[config.mk]
export PLATFORM = sky130hd
export DESIGN_NAME = uart_rx_loader
export DESIGN_NICKNAME = d
export VERILOG_FILES = /design/src/rtl/uart_loader_pkg.sv /design/src/rtl/rx_word_assembler.sv /design/src/rtl/uart_rx_loader.sv
export SDC_FILE = /design/constraint.sdc
export NUM_CORES = 1
export LEC_CHECK = 0
export CAP_MARGIN = 20
export CORE_MARGIN = 10
export CORE_UTILIZATION = 61
export CTS_CLUSTER_DIAMETER = 150
export DETAILED_ROUTE_END_ITERATION = 8
export PLACE_DENSITY = 0.85
export SETUP_SLACK_MARGIN = 0.2
export SYNTH_ARGS = -nofsm -noshare
export SYNTH_HDL_FRONTEND = slang
export SYNTH_SLANG_ARGS = --single-unit
[constraint.sdc]
create_clock -name clk -period 6.9 [get_ports clk]
set_input_delay 1.035 -clock clk [delete_from_list [all_inputs] [get_ports clk]]
set_output_delay 1.035 -clock clk [all_outputs]
set_load 0.05 [all_outputs]
[src/rtl/uart_loader_pkg.sv]
// rtl/uart_loader_pkg.sv - command bytes, FSM encoding and sizing helper for the UART program loader
package uart_loader_pkg;

    localparam logic [7:0] CMD_LOAD  = 8'h4C;
    localparam logic [7:0] CMD_START = 8'h53;
    localparam logic [7:0] CMD_HALT  = 8'h48;

    typedef enum logic [3:0] {
        ST_IDLE   = 4'b0001,
        ST_LEN_LO = 4'b0010,
        ST_LEN_HI = 4'b0100,
        ST_DATA   = 4'b1000
    } state_t;

    // Bits needed to count 0 .. value-1, never less than one.
    function automatic int clog2(input int value);
        int n;
        n = 1;
        while ((64'd1 << n) < 64'(value)) n++;
        return n;
    endfunction

endpackage

[src/rtl/rx_word_assembler.sv]
// rtl/rx_word_assembler.sv - little-endian byte-to-word shift register with byte index and word-ready strobe
module rx_word_assembler #(
    parameter int NB_BYTE = 8
) (
    input  logic                   clk,
    input  logic                   i_rst_n,
    input  logic                   i_clear,
    input  logic                   i_valid,
    input  logic [NB_BYTE-1:0]     i_byte,
    output logic [4*NB_BYTE-1:0]   o_word,
    output logic                   o_word_ready
);

    logic [4*NB_BYTE-1:0] r_word;
    logic [1:0]           r_idx;

    // Word including the byte being accepted now, so the 4th byte completes it without a cycle of delay.
    assign o_word       = {i_byte, r_word[4*NB_BYTE-1:NB_BYTE]};
    assign o_word_ready = i_valid & (r_idx == 2'd3);

    always_ff @(posedge clk or negedge i_rst_n) begin
        if (!i_rst_n) begin
            r_word <= '0;
            r_idx  <= 2'd0;
        end else if (i_clear) begin
            r_word <= '0;
            r_idx  <= 2'd0;
        end else if (i_valid) begin
            r_word <= o_word;
            r_idx  <= r_idx + 2'd1;
        end
    end

endmodule

[src/rtl/uart_rx_loader.sv]
// rtl/uart_rx_loader.sv - UART byte-stream command decoder and instruction memory loader
module uart_rx_loader
    import uart_loader_pkg::*;
#(
    parameter int NB_BYTE        = 8,
    parameter int NB_WORD        = 32,
    parameter int NB_ADDR        = 10,
    parameter int TIMEOUT_CYCLES = 5000000
) (
    input  logic               clk,
    input  logic               i_rst_n,
    input  logic [NB_BYTE-1:0] i_rx_data,
    input  logic               i_rx_done,
    output logic               o_imem_we,
    output logic [NB_ADDR-1:0] o_imem_addr,
    output logic [NB_WORD-1:0] o_imem_wdata,
    output logic               o_cpu_start,
    output logic               o_cpu_halt,
    output logic               o_load_done,
    output logic               o_busy,
    output logic               o_err
);

    localparam int                NB_TMO    = clog2(TIMEOUT_CYCLES);
    localparam logic [NB_TMO-1:0] TMO_LAST  = NB_TMO'(TIMEOUT_CYCLES - 1);
    localparam logic [NB_TMO-1:0] TMO_ONE   = NB_TMO'(1);
    localparam logic [NB_ADDR:0]  WIDX_ONE  = (NB_ADDR + 1)'(1);
    localparam logic [16:0]       MAX_WORDS = 17'(2 ** NB_ADDR);

    state_t              r_state;
    state_t              w_state_nxt;
    logic                r_done_q;
    logic                w_event;
    logic [15:0]         r_count;
    logic [15:0]         w_len;
    logic [NB_ADDR:0]    r_widx;
    logic [NB_TMO-1:0]   r_tmo;
    logic                w_last;
    logic                w_start;
    logic                w_halt;
    logic                w_err;
    logic                w_done;
    logic                w_we;
    logic                w_len_lo_ld;
    logic                w_len_hi_ld;
    logic                w_widx_clr;
    logic                w_asm_valid;
    logic                w_asm_clear;
    logic                w_word_ready;
    logic [NB_WORD-1:0]  w_word;

    assign w_event     = i_rx_done & ~r_done_q;
    assign w_len       = {i_rx_data[7:0], r_count[7:0]};
    assign w_last      = (16'(r_widx) == (r_count - 16'd1));
    assign w_asm_valid = w_event & (r_state == ST_DATA);
    // Held clear outside DATA, so any abort discards a partial word.
    assign w_asm_clear = (r_state != ST_DATA);

    rx_word_assembler #(
        .NB_BYTE (NB_BYTE)
    ) u_asm (
        .clk          (clk),
        .i_rst_n      (i_rst_n),
        .i_clear      (w_asm_clear),
        .i_valid      (w_asm_valid),
        .i_byte       (i_rx_data),
        .o_word       (w_word),
        .o_word_ready (w_word_ready)
    );

    always_comb begin
        w_state_nxt = r_state;
        w_start     = 1'b0;
        w_halt      = 1'b0;
        w_err       = 1'b0;
        w_done      = 1'b0;
        w_we        = 1'b0;
        w_len_lo_ld = 1'b0;
        w_len_hi_ld = 1'b0;
        w_widx_clr  = 1'b0;
        case (r_state)
            ST_IDLE: begin
                if (w_event) begin
                    case (i_rx_data[7:0])
                        CMD_LOAD:  w_state_nxt = ST_LEN_LO;
                        CMD_START: w_start     = 1'b1;
                        CMD_HALT:  w_halt      = 1'b1;
                        default:   w_err       = 1'b1;
                    endcase
                end
            end
            ST_LEN_LO: begin
                if (w_event) begin
                    w_len_lo_ld = 1'b1;
                    w_state_nxt = ST_LEN_HI;
                end
            end
            ST_LEN_HI: begin
                if (w_event) begin
                    w_len_hi_ld = 1'b1;
                    if (w_len == 16'd0) begin
                        w_done      = 1'b1;
                        w_state_nxt = ST_IDLE;
                    end else if ({1'b0, w_len} > MAX_WORDS) begin
                        w_err       = 1'b1;
                        w_state_nxt = ST_IDLE;
                    end else begin
                        w_widx_clr  = 1'b1;
                        w_state_nxt = ST_DATA;
                    end
                end
            end
            ST_DATA: begin
                if (w_word_ready) begin
                    w_we = 1'b1;
                    if (w_last) begin
                        w_done      = 1'b1;
                        w_state_nxt = ST_IDLE;
                    end
                end
            end
            default: w_state_nxt = ST_IDLE;
        endcase
        // A byte arriving on the expiry cycle keeps the load alive.
        if ((r_state != ST_IDLE) && !w_event && (r_tmo == TMO_LAST)) begin
            w_err       = 1'b1;
            w_state_nxt = ST_IDLE;
        end
    end

    always_ff @(posedge clk or negedge i_rst_n) begin
        if (!i_rst_n) begin
            r_state      <= ST_IDLE;
            r_done_q     <= 1'b0;
            r_count      <= 16'd0;
            r_widx       <= '0;
            r_tmo        <= '0;
            o_imem_we    <= 1'b0;
            o_imem_addr  <= '0;
            o_imem_wdata <= '0;
            o_cpu_start  <= 1'b0;
            o_cpu_halt   <= 1'b0;
            o_load_done  <= 1'b0;
            o_busy       <= 1'b0;
            o_err        <= 1'b0;
        end else begin
            r_state     <= w_state_nxt;
            r_done_q    <= i_rx_done;
            o_imem_we   <= w_we;
            o_cpu_start <= w_start;
            o_cpu_halt  <= w_halt;
            o_load_done <= w_done;
            o_err       <= w_err;
            // Busy stays up through the cycle carrying the final write or error pulse.
            o_busy      <= (r_state != ST_IDLE) | (w_state_nxt != ST_IDLE);
            if (w_we) begin
                o_imem_addr  <= r_widx[NB_ADDR-1:0];
                o_imem_wdata <= w_word;
            end
            if (w_len_lo_ld) r_count[7:0] <= i_rx_data[7:0];
            if (w_len_hi_ld) r_count <= w_len;
            if (w_widx_clr) begin
                r_widx <= '0;
            end else if (w_we) begin
                r_widx <= r_widx + WIDX_ONE;
            end
            if ((r_state == ST_IDLE) || w_event || (w_state_nxt == ST_IDLE)) begin
                r_tmo <= '0;
            end else begin
                r_tmo <= r_tmo + TMO_ONE;
            end
        end
    end

endmodule
# --- After elaboration in Yosys (flattened, before gate mapping) ---
# Cells that the tools add are included.
totals:
  regBits: 137
  inputBits: 11
  output_inout_bits: 48
  word_cells: 95
op_classes:
  n_addsub: 4
  magnitude_cmp: 1
  eq_ne: 14
  n_mux: 44
  bitwise_logic: 6
  reduce_logical: 10
ops:
  columns: ["op", "n"]
  rows:
  - ["$mux W32", 2]
  - ["$mux W4", 9]
  - ["$mux W1", 25]
  - ["$eq A8 B7 Y1 const B", 3]
  - ["$add A23 B1 Y23 const B", 1]
  - ["$eq A23 B23 Y1 const B", 1]
  - ["$mux W23", 1]
  - ["$mux W11", 2]
  - ["$eq A11 B16 Y1", 1]
  - ["$gt A16 B11 Y1 const B", 1]
  - ["$logic_not A16 Y1", 1]
  - ["$pmux W4 S4", 1]
  - ["$sub A16 B1 Y16 const B", 1]
  - ["$add A11 B1 Y11 const B", 1]
  - ["$eq A4 B1 Y1 const B", 2]
  - ["$ne A4 B1 Y1 const B", 2]
  - ["$eq A4 B2 Y1 const B", 1]
  - ["$eq A4 B3 Y1 const B", 1]
  - ["$eq A4 B4 Y1 const B", 1]
  - ["$mux W2", 2]
  - ["$ne A4 B4 Y1 const B", 1]
  - ["$pmux W1 S2", 2]
  - ["$reduce_bool A2 Y1", 2]
  - ["$and A1 B1 Y1", 3]
  - ["other kinds (9)", 12]

# --- Logic depth before layout (Yosys ltp) ---
# Gate-level depths: netlist of the first run.
depth:
  word_depth: 10
  depth_mapped: 9
  ltp_nobuf: 8

# --- Modules after synthesis ---
# Synthesis of the first run repeated with hierarchy kept, for this count alone.
hier_totals:
  cells_unflattened: 649
  area_unflattened_um2: 6379.9
modules_own_cells:
  columns: ["mod", "instances", "cells_each", "area_each_um2", "seq_area_each_um2"]
  rows:
  - ["uart_rx_loader", 1, 555, 5226.3, 2578.7]
  - ["rx_word_assembler", 1, 94, 1153.6, 650.6]

# --- Worst setup path before layout of the first run ---
# Ideal clock, no wire load.
synth_timing:
  kind: "input -> register"
  startpoint: "input i_rx_done"
  endpoint: "register o_load_done"
  setup_ns: 0.110
  arrival_ns: 2.660
  required_time_ns: 6.790
  path_slack_ns: 4.130
  stages: 7
  path_buffers: 1
  path_cell_list: "nor2b_1 -> clkbuf_1 -> and3_1 -> nand4_1 -> or4_1 -> or4_1 -> o41ai_1"
synth_via:
  elab_chain_cells: 5
  elab_cells_between_ends: 6
  classes_between: "3 x mux; 3 x bitwise"
synth_lines:
  columns: ["item", "line_no", "text"]
  rows:
  - ["start: declaration", "uart_rx_loader.sv:13", "input logic i_rx_done,"]
  - ["$and A1 B1 Y1 (*)", "uart_rx_loader.sv:52", "assign w_event = i_rx_done & ~r_done_q;"]
  - ["$and A1 B1 Y1", "uart_rx_loader.sv:55", "assign w_asm_valid = w_event & (r_state == ST_DATA);"]
  - ["$and A1 B1 Y1", "rx_word_assembler.sv:19", "assign o_word_ready = i_valid & (r_idx == 2'd3);"]
  - ["$mux W1", "uart_rx_loader.sv:114", "if (w_word_ready) begin"]
  - ["$pmux W1 S2 (*)", "uart_rx_loader.sv:81", "case (r_state)"]
  - ["net w_done", "uart_rx_loader.sv:42", "logic w_done;"]
  - ["end signal: assignment", "uart_rx_loader.sv:152", "o_load_done <= w_done;"]
  - ["end: declaration", "uart_rx_loader.sv:19", "output logic o_load_done,"]
# The timed path passes the listed nets; every way through them passes the cells marked *.
# A chain may end at the register's enable or synchronous reset.

# --- Final worst setup path of the first run ---
# Ends and elaborated chain as after synthesis.

==> results of run 1 <==
-- registers in the layout (all words and copies together), names as in the netlist --
signal        flops
o_busy            1
o_imem_addr      10
r_widx           11
o_err             1
r_tmo            23
o_cpu_halt        1
u_asm.r_idx       2
r_state           4
o_imem_we         1
u_asm.r_word     24
o_imem_wdata     32
r_count          16
o_cpu_start       1
r_done_q          1
o_load_done       1
-- through the flow --
stage               cell area, um^2  hold slack [ns]   util  setup WS, ns
floorplan                      5860            0.476      -          4.13
global placement               6530            0.490  0.704          2.55
detailed placement             6530            0.495  0.704          2.40
CTS                            7130            0.508  0.768          2.92
global route                   7150            0.526  0.771          3.07
finish                         7150            0.500  0.771          3.33
-- routing by layer --
| metal | vias up | track usage | part of all wire |
|---|---|---|---|
| met5 | - | 0 | 0 |
| met2 | 180 | 0.348 | 0.52 |
| met3 | 27 | 0.0480 | 0.060 |
| met4 | 0 | 0.0611 | 0.015 |
| met1 | 2225 | 0.241 | 0.41 |
| li1 | 1991 | - | - |
-- worst reg2reg max path: cells and delay by family (launching register included) --
family	cells	cell delay, ns
flip-flops	1	0.49
adder cells (fa/ha/maj)	1	0.35
AO/OA/AOI/OAI	3	0.60
AND/OR/NAND/NOR	3	1.35
buffers and inverters	1	0.13
-- cell usage in the layout (no fill, tap or decap), types with 3 or more instances in the layout --
| cell | Yosys | routed |
|---|---|---|
| a21oi_1 | 30 | 30 |
| a31oi_1 | 3 | 3 |
| and3_1 | 9 | 8 |
| buf_4 | 0 | 5 |
| bufinv_16 | 0 | 4 |
| clkbuf_16 | 0 | 16 |
| clkdlybuf4s50_1 | 0 | 57 |
| clkinv_4 | 0 | 4 |
| dfrtp_1 | 128 | 128 |
| ha_1 | 4 | 4 |
| inv_1 | 5 | 5 |
| mux2_2 | 58 | 58 |
| mux2i_1 | 3 | 3 |
| nand2_1 | 73 | 73 |
| nand3_1 | 11 | 11 |
| nand4_1 | 13 | 13 |
| nor2_1 | 50 | 50 |
| nor2b_1 | 4 | 3 |
| nor3_1 | 12 | 12 |
| nor3b_1 | 4 | 4 |
| nor4_1 | 5 | 5 |
| nor4b_1 | 4 | 4 |
| o21ai_0 | 13 | 13 |
| o22ai_1 | 3 | 3 |
| or3_1 | 6 | 6 |
| or4_1 | 4 | 4 |
| or4b_2 | 3 | 3 |
| xnor2_1 | 18 | 18 |
| xor2_1 | 24 | 24 |
-- cells by family after synthesis --
logic type / synth area share
AND/OR/NAND/NOR: 0.186
flip-flops: 0.551
multiplexers: 0.117
AO/OA/AOI/OAI: 0.0542
XOR/XNOR: 0.0627
buffers and inverters: 0.0211
adder cells (fa/ha/maj): 0.00854
-- power groups by stage --
stage	Sequential [W]	Combinational (W)	Clock, W
after global routing	0.000762	0.0000564	0.000959
after detailed placement	0.000775	0.0000510	0
after global placement	0.000775	0.0000496	0
final	0.000762	0.0000512	0.000919
after floorplan	0.000778	0.0000164	0
after CTS	0.000762	0.0000518	0.000930
-- path summary, 6_finish.rpt --
path                                   from                to  slack [ns]  cells past startpoint
setup / recovery                  i_rx_done       o_load_done        3.33                      8
max in group asynchronous           i_rst_n        r_count[7]        4.98                      2
min in group asynchronous           i_rst_n          r_tmo[1]        0.59                      1
hold / removal             o_imem_wdata[24]  o_imem_wdata[24]        0.50                      1
setup reg to reg                 r_count[0]       o_load_done        3.87                      8
hold reg to reg            o_imem_wdata[24]  o_imem_wdata[24]        0.50                      1
-- layout make-up --
type | count | area [um^2]
Fill cell | 608 | 2130
Timing Repair Buffer | 63 | 628
Clock buffer | 17 | 414
Clock inverter | 13 | 189
Inverter | 5 | 18.8
Multi-Input combinational cell | 380 | 2510
Tap cell | 129 | 161
Sequential cell | 129 | 3230
==> results.md, run 1 <==
* Number of diodes at 0
* Sw Ratio at 0.217
* Slowest cell on the critical path: and3_2
* Critical Path Sink Type: register
* Initial Util at 0.632
* Crit path buf inv count at 2
* Num Clock Sinks at 129
* RSZ-0062 raised after global routing: no
* Post-synth EDFFs at 0
* Area grow syn2layout at 22.0%
* Placed insts at 705
* Grt total ovfl at 0
* Mapped Cells at 539
* CP max stage delay at 0.63 ns
* Die Y at 118 um
* Critical path type: primary input to register
* Hold Path Class: register to register
* Synth cell count leaders: dfrtp_1 (128), nand2_1 (73), mux2_2 (58)
* Register bit total from synthesis at 129
* Crit path DAT at 3.96 ns
* Total GRT Usage at 0.201
* Logic pwr share at 0.030
* Largest cells by area after synthesis: dfrtp_1 (55%), mux2_2 (11%), nand2_1 (4.7%)
* First-pass GRT wire length at 23100 um
* First drt pass iteration count at 5
* Post-synthesis sequential area ratio at 0.551
* Psw at 0.000376 W
* Crit start category: primary input
* Synth Cell Area at 5860 um^2
* Routed len/inst at 18.6 um
* Root buffer cell: clkbuf_8
* Power Total at 0.00173 W
* Initial antenna violation count at 0
* Syn nets at 554
* YS warnings at 0
* Most common flop cell mapped by yosys: dfrtp_1
* Async SR Flop Fraction at 1.00
* Final min period at 3.57 ns
* Worst skew pair latency at 0.52 ns
* Final TNS setup at 0 ns
* Post-CTS setup buffer count at 0
* IO buf count at 58
* Row count at 35
* Yosys cell types at 49
* Hpwl dp at 8760 um
* Core ar. at 9280 um^2
* CTS Buf Count at 17
* Delay-heaviest family, CP: simple AND/OR/NAND/NOR gates
* Max-slew violations at 0
* Post-synth top area cell: dfrtp_1
* Crit-path cells: clkdlybuf4s50_1 > nor2b_2 > buf_4 > and3_2 > nand4_1 > or4_1 > or4_1 > o41ai_1
* CTS tree: built
* Average size of a mapped cell at 10.9 um^2
* Fmax achieved at 280 MHz
* I/O pin count at 59
* Vias in the first global route at 4635
* Clock power share at 0.530
* Pwr/cell area at 242 nW/um^2
* Status: finished clean
* Pin count of the biggest net entering global routing at 70
* Max clock buf depth at 2
* Post-Layout Cell Count at 736
* Max-cap violations at 0
* DRC violations left at 0
* Clk slew on worst S/H paths at 0.06 ns
* Area share of the largest cell type after synthesis at 0.546
* Final Routed Wirelength at 13700 um
* Via count at 4423
* DR iter-0 viols at 396
* Clk_skew at 0.0134 ns
* Die area at 13900 um^2
* Final hold viol count at 0
* Leakage at 3.17 nW
* RD Place Congestion at 0.894
* Most frequent cell after synthesis: dfrtp_1
* Int Pwr at 0.00136 W
* Max rail drop VDD at 207 uV
* Least-Margin Pin Slew at 0.963 ns
* Share of cells above drive strength 1 at 0.176
* H-tree depth at 4
* Final Cycle Share at 0.517
* # resized after CTS at 0
* Critical path's most frequent cell: or4_1
* Nets@finish at 611
* Max Fanout on Critical Path at 34
* Relative slew slack at 0.356
* Via-to-Cell Ratio at 6.01
* Sequential fraction of design power at 0.440
* Hold_buf cts at 0
* Setup violations, final at 0
* Antenna viol nets, final at 0
* Critical Path RT at 7.29 ns
* Die X at 118 um
Power figures use the tool's default switching activity.
==> run 2, diff against run 1 <==
--- a/config.mk
+++ b/config.mk
@@ -7,10 +7,10 @@
 export LEC_CHECK = 0
 export CAP_MARGIN = 20
 export CORE_MARGIN = 10
-export CORE_UTILIZATION = 61
+export CORE_UTILIZATION = 57
 export CTS_CLUSTER_DIAMETER = 150
 export DETAILED_ROUTE_END_ITERATION = 8
-export PLACE_DENSITY = 0.85
+export PLACE_DENSITY = 0.8
 export SETUP_SLACK_MARGIN = 0.2
 export SYNTH_ARGS = -nofsm -noshare
 export SYNTH_HDL_FRONTEND = slang
==> constraint.sdc (replaced) <==
create_clock -name clk -period 3.5 [get_ports clk]
set_input_delay 0.525 -clock clk [delete_from_list [all_inputs] [get_ports clk]]
set_output_delay 0.525 -clock clk [all_outputs]
set_load 0.05 [all_outputs]
==> run 2 against run 1 <==
Against the previous run: core utilization is 5.1 points lower; die area is 5.8% higher; register-to-register slack worse by 3.3 ns; sequential power is 97% higher; largest cell class unchanged; clock skew is 0.0032 ns lower; clock power is 78% higher; design area is 0.37% lower; hold slack worse by 0.46 ns; final cell count is 1.1% higher; global-route usage is 1.3 points lower; sequential share of layout area is 0.17 points higher.
==> results.md, run 2 (synthesis gave the netlist of run 1 again) <==
* Post-CTS setup buffer count at 0 (unchanged)
* Worst skew pair latency at 0.51 ns (was 0.52 ns)
* Critical Path Sink Type: register (unchanged)
* # resized after CTS at 0 (unchanged)
* Number of diodes at 0 (unchanged)
* Crit path DAT at 3.27 ns (was 3.96 ns)
* R2R depth at 8 (unchanged)
* Total GRT Usage at 0.188 (was 0.201)
* Die Y at 121 um (was 118 um)
* R2R Path End: o_load_done (unchanged)
* Psw at 0.000756 W (was 0.000376 W)
* Reg2reg start: r_count[0] (unchanged)
* Initial Util at 0.592 (was 0.632)
* RD Place Congestion at 0.933 (was 0.894)
* Final min period at 2.89 ns
* Clk slew on worst S/H paths at 0.06 ns (about the same)
* Commonest non-fill, non-tap cell in the layout: dfrtp_1 (unchanged)
* Post-Layout Cell Count at 744 (was 736)
* Max rail drop VDD at 469 uV (was 207 uV)
* First-pass GRT wire length at 22300 um (was 23100 um)
* Status: finished clean (unchanged)
* Num Clock Sinks at 129 (unchanged)
* Int Pwr at 0.00249 W (was 0.00136 W)
* Sw Ratio at 0.233 (was 0.217)
* Fmax achieved at 346 MHz
* Max-cap violations at 0 (unchanged)
* Final hold viol count at 0 (unchanged)
* I/O pin count at 59 (unchanged)
* Crit start category: register (was primary input)
* R2r setup slk at 0.61 ns (was 3.87 ns)
* Die area at 14700 um^2 (was 13900 um^2)
* Critical path type: register to register (was primary input to register)
* Max reg flops at 32 (unchanged)
* Via-to-Cell Ratio at 5.79 (was 6.01)
* Leakage at 3.16 nW (was 3.17 nW)
* Placed insts at 712 (was 705)
* Final TNS setup at 0 ns (unchanged)
* DR iter-0 viols at 414 (was 396)
* Antenna viol nets, final at 0 (unchanged)
* Logic pwr share at 0.032 (was 0.030)
* Top Registers: o_imem_wdata (32), u_asm.r_word (24), r_tmo (23) (unchanged)
* Max clock buf depth at 2 (unchanged)
* Row count at 36 (was 35)
* Nets@finish at 613 (was 611)
* Setup slack at placement at 0.656 ns (was 2.40 ns)
* Final Routed Wirelength at 13400 um (was 13700 um)
* Root buffer cell: clkbuf_8 (unchanged)
* Grt total ovfl at 0 (unchanged)
* Initial antenna violation count at 0 (unchanged)
* Share of cells above drive strength 1 at 0.182 (was 0.176)
* Routed len/inst at 18.0 um (was 18.6 um)
* Hold_buf cts at 0 (unchanged)
* Top reg by flops: o_imem_wdata (unchanged)
* Core ar. at 9910 um^2 (was 9280 um^2)
* Hpwl dp at 8970 um (was 8760 um)
* Clock power share at 0.506 (was 0.530)
* CTS Buf Count at 17 (unchanged)
* Critical Path RT at 3.88 ns (was 7.29 ns)
* Clk_skew at 0.0102 ns (was 0.0134 ns)
* Final Cycle Share at 0.825
* DRC violations left at 0 (unchanged)
* H-tree depth at 4 (unchanged)
* Max-slew violations at 0 (unchanged)
* Final worst setup slack at 0.613 ns (was 3.33 ns)
* Relative slew slack at 0.380 (was 0.356)
* Most frequent cells in the layout: dfrtp_1 (128), nand2_1 (73), mux2_2 (58) (unchanged)
* RSZ-0062 raised after global routing: no (unchanged)
* First drt pass iteration count at 5 (unchanged)
* Setup violations, final at 0 (unchanged)
* Vias in the first global route at 4418 (was 4635)
* Max Fanout on Critical Path at 9 (was 34)
* CTS tree: built (unchanged)
* Least-Margin Pin Slew at 0.927 ns (was 0.963 ns)
* IO buf count at 58 (unchanged)
* Hold Path Class: primary input to async pin (was register to register)
* Pin count of the biggest net entering global routing at 51 (was 70)
* Via count at 4305 (was 4423)
* Die X at 121 um (was 118 um)
* Sequential fraction of design power at 0.462 (was 0.440)
* Pwr/cell area at 456 nW/um^2 (was 242 nW/um^2)
* Area grow syn2layout at 21.6% (was 22.0%)
run 2: cell types whose count changed in the layout (fill, tap and decap cells not counted):
cell | before | now
clkinvlp_4 | 2 | 3
clkinv_2 | 2 | 3
inv_6 | 1 | 5
clkinv_4 | 4 | 2
buf_4 | 5 | 7
clkbuf_8 | 1 | 2
bufinv_16 | 4 | 1
run 2: worst max-delay path by stage:
stage | startpoint | to | slack, ns | depth (start not counted)
2_1_floorplan | r_count[0] | o_load_done | 0.77 | 9
3_3_place_gp | r_count[0] | o_load_done | 0.73 | 8
3_5_place_dp | r_count[0] | o_load_done | 0.66 | 8
4_1_cts | r_count[0] | o_load_done | 0.61 | 8
5_1_grt | r_count[0] | o_load_done | 0.47 | 8
6_report | r_count[0] | o_load_done | 0.61 | 8
run 2: stage by stage:
| stage | utilization | cell area, um^2 | power [W] | hold slack (ns) |
|---|---|---|---|---|
| final | 0.719 | 7130 | 0.00325 | 0.0391 |
| after global routing | 0.719 | 7130 | 0.00335 | 0.0679 |
| after CTS | 0.719 | 7130 | 0.00327 | 0.0590 |
| after detailed placement | 0.663 | 6570 | 0.00163 | 0.495 |
| after global placement | 0.663 | 6570 | 0.00163 | 0.489 |
| after floorplan | - | 5860 | 0.00157 | 0.229 |
run 2: layout make-up:
| class | instances | area, um^2 |
|---|---|---|
| Clock buffer | 18 | 428 |
| Inverter | 5 | 18.8 |
| Multi-Input combinational cell | 380 | 2510 |
| Fill cell | 711 | 2780 |
| Sequential cell | 129 | 3230 |
| Clock inverter | 14 | 129 |
| Timing Repair Buffer | 65 | 643 |
| Tap cell | 133 | 166 |
run 2: worst max-delay path: stages, from the launching register on:
cell and delay (ns):
dfrtp_1 0.47, inv_1 0.09, ha_1 0.30, nor2b_1 0.16, or3_1 0.34, a31o_1 0.21
or4_1 0.51, or4_1 0.56, o41ai_1 0.11
run 2: power groups by stage:
stage	combinational [W]	sequential, W	clock, W
final	0.000104	0.00150	0.00164
after detailed placement	0.000105	0.00153	0
after global routing	0.000116	0.00150	0.00174
after global placement	0.000103	0.00153	0
after floorplan	0.0000324	0.00153	0
after CTS	0.000107	0.00150	0.00166
run 2: per-layer routing:
metal / vias up / GRT usage / part of all wire
met2: 142 / 0.319 / 0.51
li1: 2003 / - / -
met5: - / 0 / 0
met4: 0 / 0.0559 / 0.015
met1: 2142 / 0.228 / 0.42
met3: 18 / 0.0498 / 0.057
